$ cat src/rtl/fetch_pc_queue_if.sv
// Bundle between the fetch stage, the I-cache port and the ID stage.
// Handshakes: a transfer happens on a rising clk edge where valid and ready are both 1
// (ic_req_o/ic_ready_i, id_valid_o/id_ready_i). Valid never depends combinationally on
// ready, and the payload is held stable while valid is high without ready.
interface fetch_pc_queue_if #(
    parameter int CNT_W = 3
);
    logic             redirect_i;
    logic [31:0]      redirect_pc_i;
    logic             ic_req_o;
    logic [31:0]      ic_addr_o;
    logic             ic_ready_i;
    logic             ic_rvalid_i;
    logic [31:0]      ic_rdata_i;
    logic             id_valid_o;
    logic [31:0]      id_pc_o;
    logic [31:0]      id_inst_o;
    logic             id_adel_o;
    logic             id_ready_i;
    logic [CNT_W-1:0] fq_count_o;
    logic             dbg_state;

    modport master (
        output redirect_i, redirect_pc_i, ic_ready_i, ic_rvalid_i, ic_rdata_i, id_ready_i,
        input  ic_req_o, ic_addr_o, id_valid_o, id_pc_o, id_inst_o, id_adel_o,
        input  fq_count_o, dbg_state
    );

    modport slave (
        input  redirect_i, redirect_pc_i, ic_ready_i, ic_rvalid_i, ic_rdata_i, id_ready_i,
        output ic_req_o, ic_addr_o, id_valid_o, id_pc_o, id_inst_o, id_adel_o,
        output fq_count_o, dbg_state
    );
endinterface

$ cat src/rtl/fetch_pc_queue.sv
// Instruction-fetch stage: owns the fetch PC, keeps one I-cache request outstanding
// and queues returned words (or AdEL markers for misaligned PCs) toward ID.
module fetch_pc_queue #(
    parameter logic [31:0] RESET_PC    = 32'hbfc00000,
    parameter int          FETCH_DEPTH = 4,
    parameter int          CNT_W       = $clog2(FETCH_DEPTH) + 1
) (
    input logic              clk,
    input logic              rst_n,
    fetch_pc_queue_if.slave  bus
);
    localparam int PTR_W = $clog2(FETCH_DEPTH);

    typedef enum logic {S_REQ = 1'b0, S_WAIT = 1'b1} state_t;

    state_t           state_q;
    logic [31:0]      pc_q;
    logic [31:0]      req_pc_q;
    logic             discard_q;
    logic             halt_q;
    logic [PTR_W-1:0] wr_ptr;
    logic [PTR_W-1:0] rd_ptr;
    logic [CNT_W-1:0] count_q;

    logic [31:0] pc_mem   [FETCH_DEPTH];
    logic [31:0] inst_mem [FETCH_DEPTH];
    logic        adel_mem [FETCH_DEPTH];

    logic        space, can_fetch, aligned, ic_req, hs;
    logic        adel_enq, resp_enq, enq, deq, head_valid, stay_wait;
    logic [31:0] enq_pc, enq_inst;

    assign space      = count_q < CNT_W'(FETCH_DEPTH);
    assign aligned    = pc_q[1:0] == 2'b00;
    assign can_fetch  = (state_q == S_REQ) && space && !halt_q;
    // Gated by rst_n so the cache never sees a request while the stage is held in reset.
    assign ic_req     = can_fetch && aligned && rst_n;
    assign hs         = ic_req && bus.ic_ready_i;
    assign adel_enq   = can_fetch && !aligned;
    assign resp_enq   = (state_q == S_WAIT) && bus.ic_rvalid_i && !discard_q;
    assign enq        = adel_enq || resp_enq;
    assign enq_pc     = adel_enq ? pc_q : req_pc_q;
    assign enq_inst   = adel_enq ? 32'h0 : bus.ic_rdata_i;
    assign head_valid = count_q != '0;
    assign deq        = head_valid && bus.id_ready_i;

    // A redirect leaves a response outstanding if it lands on a new handshake, or in
    // S_WAIT before the response has arrived; a response arriving that same cycle is dropped.
    assign stay_wait  = hs || ((state_q == S_WAIT) && !bus.ic_rvalid_i);

    always_ff @(posedge clk or negedge rst_n) begin
        if (!rst_n) begin
            pc_q      <= RESET_PC;
            state_q   <= S_REQ;
            req_pc_q  <= '0;
            discard_q <= 1'b0;
            halt_q    <= 1'b0;
            wr_ptr    <= '0;
            rd_ptr    <= '0;
            count_q   <= '0;
        end else if (bus.redirect_i) begin
            pc_q    <= bus.redirect_pc_i;
            halt_q  <= 1'b0;
            wr_ptr  <= '0;
            rd_ptr  <= '0;
            count_q <= '0;
            if (stay_wait) begin
                state_q   <= S_WAIT;
                discard_q <= 1'b1;
            end else begin
                state_q   <= S_REQ;
                discard_q <= 1'b0;
            end
        end else begin
            unique case (state_q)
                S_REQ: begin
                    if (hs) begin
                        req_pc_q <= pc_q;
                        pc_q     <= pc_q + 32'd4;
                        state_q  <= S_WAIT;
                    end
                    if (adel_enq) halt_q <= 1'b1;
                end
                S_WAIT: begin
                    if (bus.ic_rvalid_i) begin
                        discard_q <= 1'b0;
                        state_q   <= S_REQ;
                    end
                end
                default: state_q <= S_REQ;
            endcase
            if (enq) wr_ptr <= wr_ptr + PTR_W'(1);
            if (deq) rd_ptr <= rd_ptr + PTR_W'(1);
            unique case ({enq, deq})
                2'b10:   count_q <= count_q + CNT_W'(1);
                2'b01:   count_q <= count_q - CNT_W'(1);
                default: count_q <= count_q;
            endcase
        end
    end

    always_ff @(posedge clk) begin
        if (enq && !bus.redirect_i) begin
            pc_mem[wr_ptr]   <= enq_pc;
            inst_mem[wr_ptr] <= enq_inst;
            adel_mem[wr_ptr] <= adel_enq;
        end
    end

    assign bus.ic_req_o   = ic_req;
    assign bus.ic_addr_o  = pc_q;
    assign bus.id_valid_o = head_valid;
    assign bus.id_pc_o    = head_valid ? pc_mem[rd_ptr] : 32'h0;
    assign bus.id_inst_o  = head_valid ? inst_mem[rd_ptr] : 32'h0;
    assign bus.id_adel_o  = head_valid && adel_mem[rd_ptr];
    assign bus.fq_count_o = count_q;
    assign bus.dbg_state  = state_q == S_WAIT;
endmodule

$ cat src/flat_wrapper.sv
// flat-port wrapper written by rule: the top's interface ports become plain ports
module fetch_pc_queue_flat 
#(
    parameter logic [31:0] RESET_PC    = 32'hbfc00000,
    parameter int          FETCH_DEPTH = 4,
    parameter int          CNT_W       = $clog2(FETCH_DEPTH) + 1
)
  (clk, rst_n, bus_redirect_i, bus_redirect_pc_i, bus_ic_ready_i, bus_ic_rvalid_i, bus_ic_rdata_i, bus_id_ready_i, bus_ic_req_o, bus_ic_addr_o, bus_id_valid_o, bus_id_pc_o, bus_id_inst_o, bus_id_adel_o, bus_fq_count_o, bus_dbg_state);
  fetch_pc_queue_if #(.CNT_W(CNT_W)) bus_i ();
  input logic clk;
  input logic rst_n;
  input wire logic [$bits(bus_i.redirect_i)-1:0] bus_redirect_i;
  input wire logic [$bits(bus_i.redirect_pc_i)-1:0] bus_redirect_pc_i;
  input wire logic [$bits(bus_i.ic_ready_i)-1:0] bus_ic_ready_i;
  input wire logic [$bits(bus_i.ic_rvalid_i)-1:0] bus_ic_rvalid_i;
  input wire logic [$bits(bus_i.ic_rdata_i)-1:0] bus_ic_rdata_i;
  input wire logic [$bits(bus_i.id_ready_i)-1:0] bus_id_ready_i;
  output wire logic [$bits(bus_i.ic_req_o)-1:0] bus_ic_req_o;
  output wire logic [$bits(bus_i.ic_addr_o)-1:0] bus_ic_addr_o;
  output wire logic [$bits(bus_i.id_valid_o)-1:0] bus_id_valid_o;
  output wire logic [$bits(bus_i.id_pc_o)-1:0] bus_id_pc_o;
  output wire logic [$bits(bus_i.id_inst_o)-1:0] bus_id_inst_o;
  output wire logic [$bits(bus_i.id_adel_o)-1:0] bus_id_adel_o;
  output wire logic [$bits(bus_i.fq_count_o)-1:0] bus_fq_count_o;
  output wire logic [$bits(bus_i.dbg_state)-1:0] bus_dbg_state;
  assign bus_i.redirect_i = bus_redirect_i;
  assign bus_i.redirect_pc_i = bus_redirect_pc_i;
  assign bus_i.ic_ready_i = bus_ic_ready_i;
  assign bus_i.ic_rvalid_i = bus_ic_rvalid_i;
  assign bus_i.ic_rdata_i = bus_ic_rdata_i;
  assign bus_i.id_ready_i = bus_id_ready_i;
  assign bus_ic_req_o = bus_i.ic_req_o;
  assign bus_ic_addr_o = bus_i.ic_addr_o;
  assign bus_id_valid_o = bus_i.id_valid_o;
  assign bus_id_pc_o = bus_i.id_pc_o;
  assign bus_id_inst_o = bus_i.id_inst_o;
  assign bus_id_adel_o = bus_i.id_adel_o;
  assign bus_fq_count_o = bus_i.fq_count_o;
  assign bus_dbg_state = bus_i.dbg_state;
  fetch_pc_queue #(.RESET_PC(RESET_PC), .FETCH_DEPTH(FETCH_DEPTH), .CNT_W(CNT_W)) u_core (.clk(clk), .rst_n(rst_n), .bus(bus_i));
endmodule
$ cat config.mk
export PLATFORM = sky130hd
export DESIGN_NAME = fetch_pc_queue_flat
export DESIGN_NICKNAME = d
export VERILOG_FILES = /design/src/rtl/fetch_pc_queue_if.sv /design/src/rtl/fetch_pc_queue.sv /design/src/flat_wrapper.sv
export SDC_FILE = /design/constraint.sdc
export NUM_CORES = 1
export LEC_CHECK = 0
export ABC_AREA = 1
export BUFFER_PORTS_ARGS = -buffer_cell sky130_fd_sc_hd__buf_4
export CAP_MARGIN = 25
export CORE_ASPECT_RATIO = 1.1
export CORE_UTILIZATION = 53
export DETAILED_ROUTE_END_ITERATION = 16
export GPL_TIMING_DRIVEN = 0
export PLACE_DENSITY = 0.8
export SLEW_MARGIN = 40
export SYNTH_ARGS = -nofsm -noshare
export SYNTH_HDL_FRONTEND = slang
export SYNTH_SLANG_ARGS = --single-unit
$ cat constraint.sdc
create_clock -name clk -period 3.85 [get_ports clk]
set_input_delay 0.1925 -clock clk [delete_from_list [all_inputs] [get_ports clk]]
set_output_delay 0.1925 -clock clk [all_outputs]
set_load 0.02 [all_outputs]
==> qor.tcl <==
set qor(status) {complete, no violations}
set qor(peakVddDrop_mv) 0.365
set qor(grt_remaining_overflow) 0
set qor(die_height_um) 177
set qor(cts_hold_repair.buffers) 61
set qor(post_route_cells_drive_above_1_share) 0.170
set qor(grt_setup_unrepaired) {no}
set qor(cts.reportedPaths.clkPinSlew_ps) 70
set qor(fin_nets) 1845
set qor(die_area_um2) 28400
set qor(dr.first_iter.drc_count) 1126
set qor(cts.repair.resized) 0
set qor(n_fill_cell) 2016
set qor(worst-slew-pin-transition_ps) 724
set qor(timing.critical_path.slowest_cell_delay_ps) 420
set qor(hold_path.startpoint) {bus_redirect_pc_i[13]}
set qor(clk-insertion-delay-late_ps) 550
set qor(die_wd_um) 161
set qor(post_drt_via_cell_ratio) 5.47
set qor(timing.critical_path.required_ps) 3660
set qor(h-tree-depth) 1
set qor(end_kind) {output pin}
set qor(data_arrival_at_the_endpoint_of_the_critical_path_ps) 2570
set qor(synthesis.yosys.warnings) 0
set qor(wire_per_inst_um) 17.9
set qor(final-hold-violation-count) 0
set qor(worst_r2r_start) {u_core.bus.fq_count_o[2]}
set qor(total_routing_resource_utilization_after_global_routing) 0.270
set qor(cts_inserted_buffers) 31
set qor(clock-root-buffer) {sky130_fd_sc_hd__clkbuf_16}
set qor(syn_inst) 1488
set qor(synth_enable_flop_cells) 260
set qor(hpwlAfterDp_um) 26100
set qor(cts_tree) {done}
set qor(routabilityCongestion) 0.906
set qor(area.growth.synth_to_final_pct) 25.6
set qor(postSynth.topFlopCell) {sky130_fd_sc_hd__edfxtp_1}
set qor(setup_clock_skew_after_layout_ps) 9.94
set qor(drv_slew) 0
set qor(timing.hold.worst_endpoint) {u_core.bus.ic_addr_o[13]}
set qor(cell_chain_of_the_critical_path) {buf_2 > inv_2 > buf_2 > clkbuf_1 > o21ai_0 > a21oi_1 > buf_4}
set qor(async_reset_ff_frac) 0.222
set qor(starting_utilization_of_the_core_area) 0.541
set qor(setup_ws_ps) 1090
set qor(timing.reg2reg.worst_path_depth) 8
set qor(detail_route.drc_violations) 0
set qor(clock_sinks) 334
set qor(routed_wl_um) 38400
set qor(num_antenna_cells) 0
set qor(clk_path_buf_depth) 3
set qor(yosys.cell_types.count) 34
set qor(cp_num_buf_inv) 5
set qor(grt_max_degree) 76
set qor(synth-seq-cells) 334
set qor(preCtsSetupSlack_ps) 1270
set qor(timing.hold.worst.class) {in2reg}
set qor(worst_setup_path_start_kind) {flip-flop}
set qor(setup-violations-final) 0
set qor(synth.avg_cell_area_um2) 9.87
set qor(fp.coreArea_um2) 27100
set qor(vias) 11800
set qor(timing.critical_path.mode_cell) {sky130_fd_sc_hd__buf_2}
set qor(critical_path.slowest_cell) {sky130_fd_sc_hd__clkbuf_1}
set qor(whs_path_depth) 5
set qor(synthesis.area_um2) 14700
set qor(fp_rows) 63
set qor(layout.area.seq_um2) 9670
set qor(fin_crit_sh) 0.718
set qor(final_period_minus_worst_setup_slack_ps) 2760
set qor(timing.slew.headroom) 0.517
set qor(timing.critical_path.max_delay_family) {buffers and inverters}
set qor(ff2ff_setup_slack_ps) 1280
set qor(rr_endpoint) {u_core.inst_mem[0][29]}
set qor(p_leak_uw) 0.00757
set qor(synthesis.nets) 1564
set qor(utilization) 0.680
set qor(cp_class) {reg2out}
set qor(io_pins) 173
set qor(io_buffer_count) 171
set qor(cap_violations) 0
set qor(antenna_violating_nets_post_route) 0
set qor(initial_drt_pass_iterations) 7
set qor(grt_pass1_vias) 11300
set qor(synth_seq_area_share) 0.659
set qor(power_density_over_the_cells_nw_per_um2) 690
set qor(crit_path_max_fanout) 10
set qor(achievable-frequency_ghz) 0.362
set qor(area_of_combinational_cells_with_multiple_inputs_um2) 4290
set qor(grt_antenna_before_repair) 0
set qor(post_cts.repair.setup_buffers) 0
set qor(holdWs_ps) 36.5
set qor(fin_tns_setup_ps) 0
set qor(grt_pass1_wl_um) 58900
## sequential cells by signal, summed over array words and instances, names as in the netlist, 2 cells and up
register,cells
u_core.inst_mem,128
u_core.pc_mem,128
u_core.bus.ic_addr_o,32
u_core.req_pc_q,32
u_core.adel_mem,4
u_core.bus.fq_count_o,3
u_core.rd_ptr,2
u_core.wr_ptr,2
## per-layer routing
metal	global-route usage	wire (µm)	up-vias
li1	-	-	5526
met2	0.457	18700	585
met1	0.358	15500	5555
met4	0.101	1270	0
met3	0.0319	3000	90
met5	0	0	-
## worst register-to-register path, stage by stage (launching register included)
cell and delay (ps):
sky130_fd_sc_hd__dfrtp_1 440, sky130_fd_sc_hd__nor2_2 150, sky130_fd_sc_hd__nand3_1 120, sky130_fd_sc_hd__nand2_1 190, sky130_fd_sc_hd__nand2_1 290, sky130_fd_sc_hd__nor2_4 460
sky130_fd_sc_hd__buf_8 230, sky130_fd_sc_hd__buf_8 180, sky130_fd_sc_hd__buf_8 210
## area by class of cell
cell class / instances / share of cell area
timing repair buffer: 248 / 0.119
buffer: 79 / 0.0201
clock inverter: 11 / 0.00652
inverter: 100 / 0.0205
clock buffer: 46 / 0.0517
multi-input combinational: 975 / 0.233
sequential: 334 / 0.525
tap: 357 / 0.0242
## synth_stat cells (4+ instances only)
cell type | n | share of area
sky130_fd_sc_hd__edfxtp_1 | 260 | 0.53
sky130_fd_sc_hd__clkbuf_1 | 36 | 0.0092
sky130_fd_sc_hd__o21ai_1 | 24 | 0.0082
sky130_fd_sc_hd__buf_2 | 28 | 0.0095
sky130_fd_sc_hd__o21ai_0 | 192 | 0.065
sky130_fd_sc_hd__buf_6 | 4 | 0.0031
sky130_fd_sc_hd__nor2_1 | 339 | 0.087
sky130_fd_sc_hd__buf_1 | 8 | 0.0020
sky130_fd_sc_hd__ha_1 | 5 | 0.0043
sky130_fd_sc_hd__a21oi_1 | 70 | 0.024
sky130_fd_sc_hd__inv_1 | 97 | 0.025
sky130_fd_sc_hd__nand3_1 | 43 | 0.015
sky130_fd_sc_hd__dfrtp_1 | 65 | 0.11
sky130_fd_sc_hd__o211ai_1 | 6 | 0.0031
sky130_fd_sc_hd__nand2_1 | 266 | 0.068
sky130_fd_sc_hd__nor2_2 | 5 | 0.0021
sky130_fd_sc_hd__dfstp_2 | 9 | 0.016
## metrics by stage
step | cell area, µm² | power [µW] | instances
finish | 18400 | 12700 | 2150
global route | 18400 | 13300 | 2150
CTS | 18400 | 12700 | 2150
detailed placement | 16700 | 9530 | 2032
global placement | 16400 | 9310 | 2016
floorplan | 14700 | 7660 | 1488
## where the power goes
group          leakage [µW]  internal [µW]  switching, µW
logic               0.00374           1450           3080
clock network      0.000524           1840           1300
registers           0.00331           4780            261
total               0.00757           8080           4640
## cell families (layout without fill, tap and decap cells)
logic type | after synthesis | count (layout) | synth area share
buffers and inverters | 179 | 484 | 0.0510
and+or+nand+nor | 667 | 667 | 0.179
AOI/OAI and AO/OA | 297 | 297 | 0.103
xor gates and xnor gates | 5 | 5 | 0.00298
adders and majority gates | 6 | 6 | 0.00563
DFF | 334 | 334 | 0.659
## how the worst max path moves through the flow
stage / startpoint / end / depth (start not counted)
final: u_core.rd_ptr[0] / bus_id_inst_o[1] / 7
after global routing: u_core.bus.fq_count_o[1] / bus_id_pc_o[0] / 7
after CTS: u_core.rd_ptr[0] / bus_id_pc_o[16] / 7
after detailed placement: u_core.bus.fq_count_o[2] / u_core.inst_mem[0][26] / 8
after global placement: u_core.bus.fq_count_o[2] / u_core.inst_mem[1][27] / 5
after floorplan: u_core.bus.fq_count_o[2] / u_core.adel_mem[0] / 5
## placed cells by master (no fill, tap or decap), types with 9 or more instances in the layout
cell type / count
sky130_fd_sc_hd__o21ai_1: 26
sky130_fd_sc_hd__clkbuf_16: 32
sky130_fd_sc_hd__o21ai_0: 190
sky130_fd_sc_hd__nand2_1: 266
sky130_fd_sc_hd__dfstp_2: 9
sky130_fd_sc_hd__inv_1: 97
sky130_fd_sc_hd__a21oi_1: 70
sky130_fd_sc_hd__edfxtp_1: 260
sky130_fd_sc_hd__nor2_1: 335
sky130_fd_sc_hd__buf_4: 172
sky130_fd_sc_hd__clkbuf_8: 10
sky130_fd_sc_hd__dfrtp_1: 65
sky130_fd_sc_hd__nand3_1: 43
sky130_fd_sc_hd__buf_8: 11
sky130_fd_sc_hd__buf_2: 28
sky130_fd_sc_hd__dlygate4sd3_1: 61
sky130_fd_sc_hd__clkbuf_1: 40
(Power assumes the default switching activity.)
